**config.mk**
```make
export PLATFORM = sky130hd
export DESIGN_NAME = multi_pwm_controller
export DESIGN_NICKNAME = d
export VERILOG_FILES = /design/src/rtl/multi_pwm_controller.sv
export SDC_FILE = /design/constraint.sdc
export NUM_CORES = 1
export LEC_CHECK = 0
export CORE_ASPECT_RATIO = 0.9
export CORE_MARGIN = 3
export CORE_UTILIZATION = 40
export CTS_BUF_LIST = sky130_fd_sc_hd__clkbuf_8 sky130_fd_sc_hd__clkbuf_16
export CTS_CLUSTER_DIAMETER = 40
export DETAILED_ROUTE_END_ITERATION = 7
export SYNTH_ARGS = -nofsm -noshare
export SYNTH_HDL_FRONTEND = slang
export SYNTH_SLANG_ARGS = --single-unit
```
**constraint.sdc**
```tcl
create_clock -name clk_pwm -period 3.15 [get_ports clk_pwm]
set_input_delay 0.4725 -clock clk_pwm [delete_from_list [all_inputs] [get_ports clk_pwm]]
set_output_delay 0.4725 -clock clk_pwm [all_outputs]
set_load 0.02 [all_outputs]
```
**src/rtl/multi_pwm_controller.sv**
```systemverilog
// rtl/multi_pwm_controller.sv - N-channel PWM generator with double-buffered duty/mode and phase stagger
module multi_pwm_controller #(
    parameter int NUM_CH        = 4,
    parameter int WIDTH         = 8,
    parameter int PHASE_STAGGER = 1
) (
    input  logic                    clk_pwm,
    input  logic                    rst_n,
    input  logic                    sleep,
    input  logic                    load,
    input  logic [NUM_CH*WIDTH-1:0] duty_in,
    input  logic [2*NUM_CH-1:0]     mode_in,
    output logic [NUM_CH-1:0]       pwm_out,
    output logic                    period_start,
    output logic                    update_pending
);

    localparam logic [1:0] MODE_OFF = 2'b00;
    localparam logic [1:0] MODE_ON  = 2'b01;
    localparam logic [1:0] MODE_PWM = 2'b10;
    localparam logic [1:0] MODE_INV = 2'b11;

    localparam longint          PERIOD  = longint'(1) << WIDTH;
    localparam longint          STEP    = PERIOD / NUM_CH;
    localparam logic [WIDTH-1:0] CNT_MAX = '1;

    function automatic logic [WIDTH-1:0] ch_offset(input int idx);
        longint prod;
        prod = longint'(idx) * STEP;
        if (PHASE_STAGGER == 0) begin
            return '0;
        end
        return prod[WIDTH-1:0];
    endfunction

    logic [WIDTH-1:0]        cnt_q, cnt_d;
    logic [NUM_CH*WIDTH-1:0] sh_duty_q, sh_duty_d;
    logic [NUM_CH*WIDTH-1:0] act_duty_q, act_duty_d;
    logic [2*NUM_CH-1:0]     sh_mode_q, sh_mode_d;
    logic [2*NUM_CH-1:0]     act_mode_q, act_mode_d;
    logic                    pend_q, pend_d;
    logic                    ps_q, ps_d;
    logic [NUM_CH-1:0]       pwm_q, pwm_d;
    logic [NUM_CH-1:0]       ch_level;
    logic                    commit;

    // Per-channel phase compare; the offset add wraps in WIDTH bits by construction.
    for (genvar g = 0; g < NUM_CH; g++) begin : g_ch
        localparam logic [WIDTH-1:0] OFFSET = ch_offset(g);

        logic [WIDTH-1:0] phase;
        logic [1:0]       mode;
        logic             raw;

        assign phase = cnt_q + OFFSET;
        assign mode  = act_mode_q[2*g +: 2];
        assign raw   = (phase < act_duty_q[g*WIDTH +: WIDTH]);

        assign ch_level[g] = (mode == MODE_ON)  ? 1'b1 :
                             (mode == MODE_PWM) ? raw  :
                             (mode == MODE_INV) ? ~raw :
                                                  1'b0;
    end

    // While dark there is no glitch risk, so a pending update commits straight away.
    assign commit = sleep ? pend_q : (cnt_q == CNT_MAX);

    always_comb begin
        cnt_d      = cnt_q;
        sh_duty_d  = sh_duty_q;
        sh_mode_d  = sh_mode_q;
        act_duty_d = act_duty_q;
        act_mode_d = act_mode_q;
        pend_d     = pend_q;
        ps_d       = 1'b0;
        pwm_d      = '0;

        if (sleep) begin
            cnt_d = '0;
        end else begin
            cnt_d = cnt_q + WIDTH'(1);
            ps_d  = (cnt_q == '0);
            pwm_d = ch_level;
        end

        if (commit) begin
            act_duty_d = sh_duty_q;
            act_mode_d = sh_mode_q;
            pend_d     = 1'b0;
        end

        // A load on the commit edge lands in the shadow and keeps the update pending.
        if (load) begin
            sh_duty_d = duty_in;
            sh_mode_d = mode_in;
            pend_d    = 1'b1;
        end
    end

    always_ff @(posedge clk_pwm or negedge rst_n) begin
        if (!rst_n) begin
            cnt_q      <= '0;
            sh_duty_q  <= '0;
            sh_mode_q  <= {NUM_CH{MODE_OFF}};
            act_duty_q <= '0;
            act_mode_q <= {NUM_CH{MODE_OFF}};
            pend_q     <= 1'b0;
            ps_q       <= 1'b0;
            pwm_q      <= '0;
        end else begin
            cnt_q      <= cnt_d;
            sh_duty_q  <= sh_duty_d;
            sh_mode_q  <= sh_mode_d;
            act_duty_q <= act_duty_d;
            act_mode_q <= act_mode_d;
            pend_q     <= pend_d;
            ps_q       <= ps_d;
            pwm_q      <= pwm_d;
        end
    end

    assign pwm_out        = pwm_q;
    assign period_start   = ps_q;
    assign update_pending = pend_q;

endmodule

```
; ---- Word-level counts from Yosys, hierarchy flattened
; Index checks and enable logic that the tools add are counted.
[classes]
add_sub_neg = 4
n_lt_le_gt_ge = 4
eq_ne = 13
muxes = 18
bitwise_logic = 4
n_reduce_logical = 2
[ops]
columns = op, count
row1 = < comparator 8 bit, 4
row2 = adder 8 bit (second input constant), 2
row3 = == test 2 bit (second input constant), 8
row4 = 2-to-1 mux 1 bit, 16
row5 = adder 8 x 1 -> 8 bit (second input constant), 1
row6 = adder 8 x 7 -> 8 bit (second input constant), 1
row7 = == test 2 x 1 -> 1 bit (second input constant), 4
row8 = == test 8 bit (second input constant), 1
row9 = logical NOT 8 bit, 1
row10 = 2-to-1 mux 8 bit, 1
row11 = 2-to-1 mux 4 bit, 1
row12 = NOT 1 bit, 4
row13 = nonzero test 2 bit, 1
[word_totals]
ff_bits = 94
in_bits = 44
out_inout_bits = 6

; ---- Depth between registers and ports, before layout
[depth]
ltp_word = 7
ltp_mapped = 8

; ---- Least setup slack after synthesis
; No wires, ideal clock.
[synth_path]
path_type = register to register
from = reg cnt_q[1]
to = reg act_duty_q[0]
arrival_ns = 1.704
path_slack_ns = 1.321
stages_incl_launch_ff = 7
n_path_buf = 1
period_less_slack_ns = 1.829
cell_sequence = dfrtp_1 ha_1 nand3_1 or2_1 o21ai_2 buf_4 mux2_2
[synth_between]
elab_chain_len = 2
[synth_lines]
columns = item, line
row1 = from (decl), 36  ; logic [WIDTH-1:0] cnt_q, cnt_d;
row2 = from (signal assigned), 111  ; cnt_q <= cnt_d;
row3 = == test 8 bit, 66  ; assign commit = sleep ? pend_q : (cnt_q == CNT_MAX);
row4 = 2-to-1 mux 1 bit, 66
row5 = to (signal assigned), 114  ; act_duty_q <= act_duty_d;
row6 = to (decl), 38  ; logic [NUM_CH*WIDTH-1:0] act_duty_q, act_duty_d;
; Every way passes these cells.
; A chain may end at the register's enable or synchronous reset.

; ---- Worst setup path in the final report
[layout_path]
from = reg cnt_q[1]
to = reg act_duty_q[8]
; Same word-level chain as after synthesis.

==> impl_metrics.csv <==
group,metric,value,unit
run_status,status,"complete, no violations",
layout,postLayoutCellArea,5240,µm²
worst_setup_path,worst_path_largest_cell_delay,560,ps
floorplanning,die_h,104,µm
clocking,cts_resized,0,
synthesis,ys_seq_area_share,55.0,%
placement,place_congestion,0.758,
sta,skew,7.92,ps
sta,tns,0,ps
global_routing,grt_max_degree,52,
detailed_routing,drc_errors,0,
synthesis,syn_inst,363,
worst_setup_path,cp_max_fo,51,
synthesis,synthDistinctLibCells,33,
placement,dpl_worst_slack,749,ps
sta,finalSetupViolCount,0,
placement,port_buffers,49,
layout,final_nets,489,
global_routing,grt_first_pass_wirelength,13.8,mm
worst_setup_path,critPathArrivalTime,2370,ps
worst_setup_path,cp.depth,6,
detailed_routing,avgViaCountPerCell,4.96,
synthesis,synth_edf_count,0,
worst_setup_path,crit_type,"reg -> reg",
layout,layout-drive-gt1-share,17.7,%
worst_setup_path,critPathTopFamily,"flip-flops",
global_routing,grt_pass1_vias,2812,
floorplanning,die_area,12000,µm²
clocking,post_cts_buffers,0,
layout,layout_common_cells,"94 x dfrtp_1, 52 x mux2_2, 47 x clkdlybuf4s50_1, 38 x inv_1, 36 x nand2_1",
flow_run,maxCapViolations,0,
synthesis,yosysTopAreaCellShare,55.0,%
layout,syn_to_final_growth,22.6,%
worst_setup_path,crit_required,3370,ps
clocking,clk_pin_slew,60,ps
sta,finalWorstSetupSlack,997,ps
sta,hold_viol,0,
pwr,power.leakage,2.37,nW
sta,slew_headroom,38.3,%
worst_setup_path,crit_path_end_kind,"register",
worst_setup_path,crit_slowest_cell,"dfrtp_1",
synthesis,syn_area,4280,µm²
detailed_routing,postRouteAntennaNets,0,
layout,diodes,0,
clocking,clockRootBuffer,"clkbuf_16",
synthesis,syn-num-nets,439,
sta,maxSlewViolCount,0,
synthesis,yosys.area.top_type,"dfrtp_1",
global_routing,antenna_found_initial,0,
clocking,hold_buffers,0,
floorplanning,floorplan.io_pins,50,
worst_setup_path,cp-start-kind,"register",
synthesis,yosysWarnings,0,
floorplanning,core,10300,µm²
worst_setup_path,reg2regPathDepth,6,
sta,fmax,464,MHz
placement,place_area,4910,µm²
detailed_routing,wirelength,8.10,mm
clocking,cts_buffers,9,
clocking,cts_tree,"yes",
floorplanning,initial_utilization,41.4,%
clocking,cts.sink_count,94,
layout,final_common_cell,"dfrtp_1",
global_routing,grt_usage,14.7,%
synthesis,ys_async_sr_fraction,100,%
detailed_routing,via_count,2714,
clocking,htreeDepth,3,
synthesis,synth_seq_cells,94,
min_path,hp-class,"in -> async",
worst_setup_path,path_cells,"ha_1, nand3_1, or2_1, o21ai_4, buf_12, mux2_2",
sta,grt_setup_unrepaired,"false",
clocking,clkLatencyLatePin,340,ps
sta,period_minus_slack,2150,ps
pwr,ir_drop,325,µV
synthesis,ys_top_cells_by_area,"dfrtp_1 55%, mux2_2 14%, ha_1 9.4%",
worst_setup_path,critical_path.startpoint,"cnt_q[1]",
synthesis,synth_ff_type,"dfrtp_1",
floorplanning,fp.dieW,115,µm
pwr,powerDensity,597,nW/µm²
placement,dp_hpwl,5.63,mm
clocking,max-clock-path-buffers,2,
floorplanning,std_cell_rows,35,
detailed_routing,drt_iter0_markers,129,
detailed_routing,wl_per_cell,14.8,µm
sta,timing.final.crit_share,68.4,%
pwr,p_total,0.00313,W
detailed_routing,dr.pass1.iters,4,
sta,tightest_slew,926,ps
synthesis,syn_area_per_cell,11.8,µm²
worst_setup_path,path_buf_inv,1,
worst_setup_path,rr_startpoint,"cnt_q[1]",
global_routing,overflow,0,
==> worst reg2reg max path: stages (launching register included) <==
cell	delay [ps]
dfrtp_1	560
ha_1	280
nand3_1	80
or2_1	290
o21ai_4	200
buf_12	230
mux2_2	390
==> power breakdown <==
group / switching (W) / internal [W] / total, W / leakage, nW
registers: 0.0000784 / 0.00136 / 0.00144 / 1.14
logic: 0.000234 / 0.000257 / 0.000490 / 1.06
clock network: 0.000432 / 0.000765 / 0.00120 / 0.173
total: 0.000744 / 0.00239 / 0.00313 / 2.37
==> synth_stat cells (2+ instances only) <==
| library cell | number |
|---|---|
| o21a_1 | 3 |
| buf_4 | 2 |
| nand3_1 | 4 |
| mux2_2 | 52 |
| a2111oi_2 | 3 |
| inv_1 | 35 |
| clkbuf_1 | 6 |
| nand4_1 | 6 |
| a21oi_1 | 5 |
| ha_1 | 32 |
| buf_1 | 3 |
| xnor2_1 | 5 |
| nand2_1 | 36 |
| nand2b_1 | 4 |
| xor2_1 | 2 |
| nand4b_1 | 3 |
| or3_1 | 3 |
| nor3_1 | 4 |
| nor2_1 | 15 |
| a21o_1 | 3 |
| dfrtp_1 | 94 |
| o21ai_0 | 32 |
==> through the flow <==
| stage | instances | util (%) | hold WS, ps |
|---|---|---|---|
| 4_1_cts | 547 | 50.7 | 180 |
| 2_1_floorplan | 363 | - | 177 |
| 5_1_grt | 547 | 50.7 | 193 |
| 6_report | 547 | 50.7 | 148 |
| 3_5_place_dp | 531 | 47.5 | 471 |
| 3_3_place_gp | 531 | 47.5 | 471 |
==> path summary, 6_finish.rpt <==
path,endpoint,slack (ps)
worst max-delay path,act_duty_q[8],1000
worst min-delay path,sh_mode_q[4],150
worst max register to register,act_duty_q[8],1000
worst min register to register,act_duty_q[17],480
max in group asynchronous,sh_mode_q[7],2320
min in group clk_pwm,act_duty_q[17],480
==> cells by family after synthesis <==
group | synth area share [%]
and+or+nand+nor | 8.75
buffers and inverters | 4.59
AOI/OAI and AO/OA | 7.14
muxes | 13.7
DFF | 55.0
adders and majority gates | 9.36
xor gates and xnor gates | 1.43
==> layout make-up <==
type,instances,area [µm²]
fill,959,5090
sequential,94,2350
multi-input combinational,221,1730
timing repair buffer,52,531
clock buffer,9,225
tap,129,161
inverter,35,131
clock inverter,7,106
==> flip-flops by register name, indices dropped and copies added (netlist names) <==
name            flops
act_duty_q         32
sh_mode_q           8
cnt_q               8
update_pending      1
pwm_out             4
act_mode_q          8
sh_duty_q          32
period_start        1
==> routing by layer <==
metal / global-route usage [%] / share of wire [%]
met2: 22.6 / 47
met5: 0 / 0
met3: 3.61 / 4.1
met1: 20.0 / 48
met4: 5.45 / 1.6
Power figures use the tool's default switching activity.
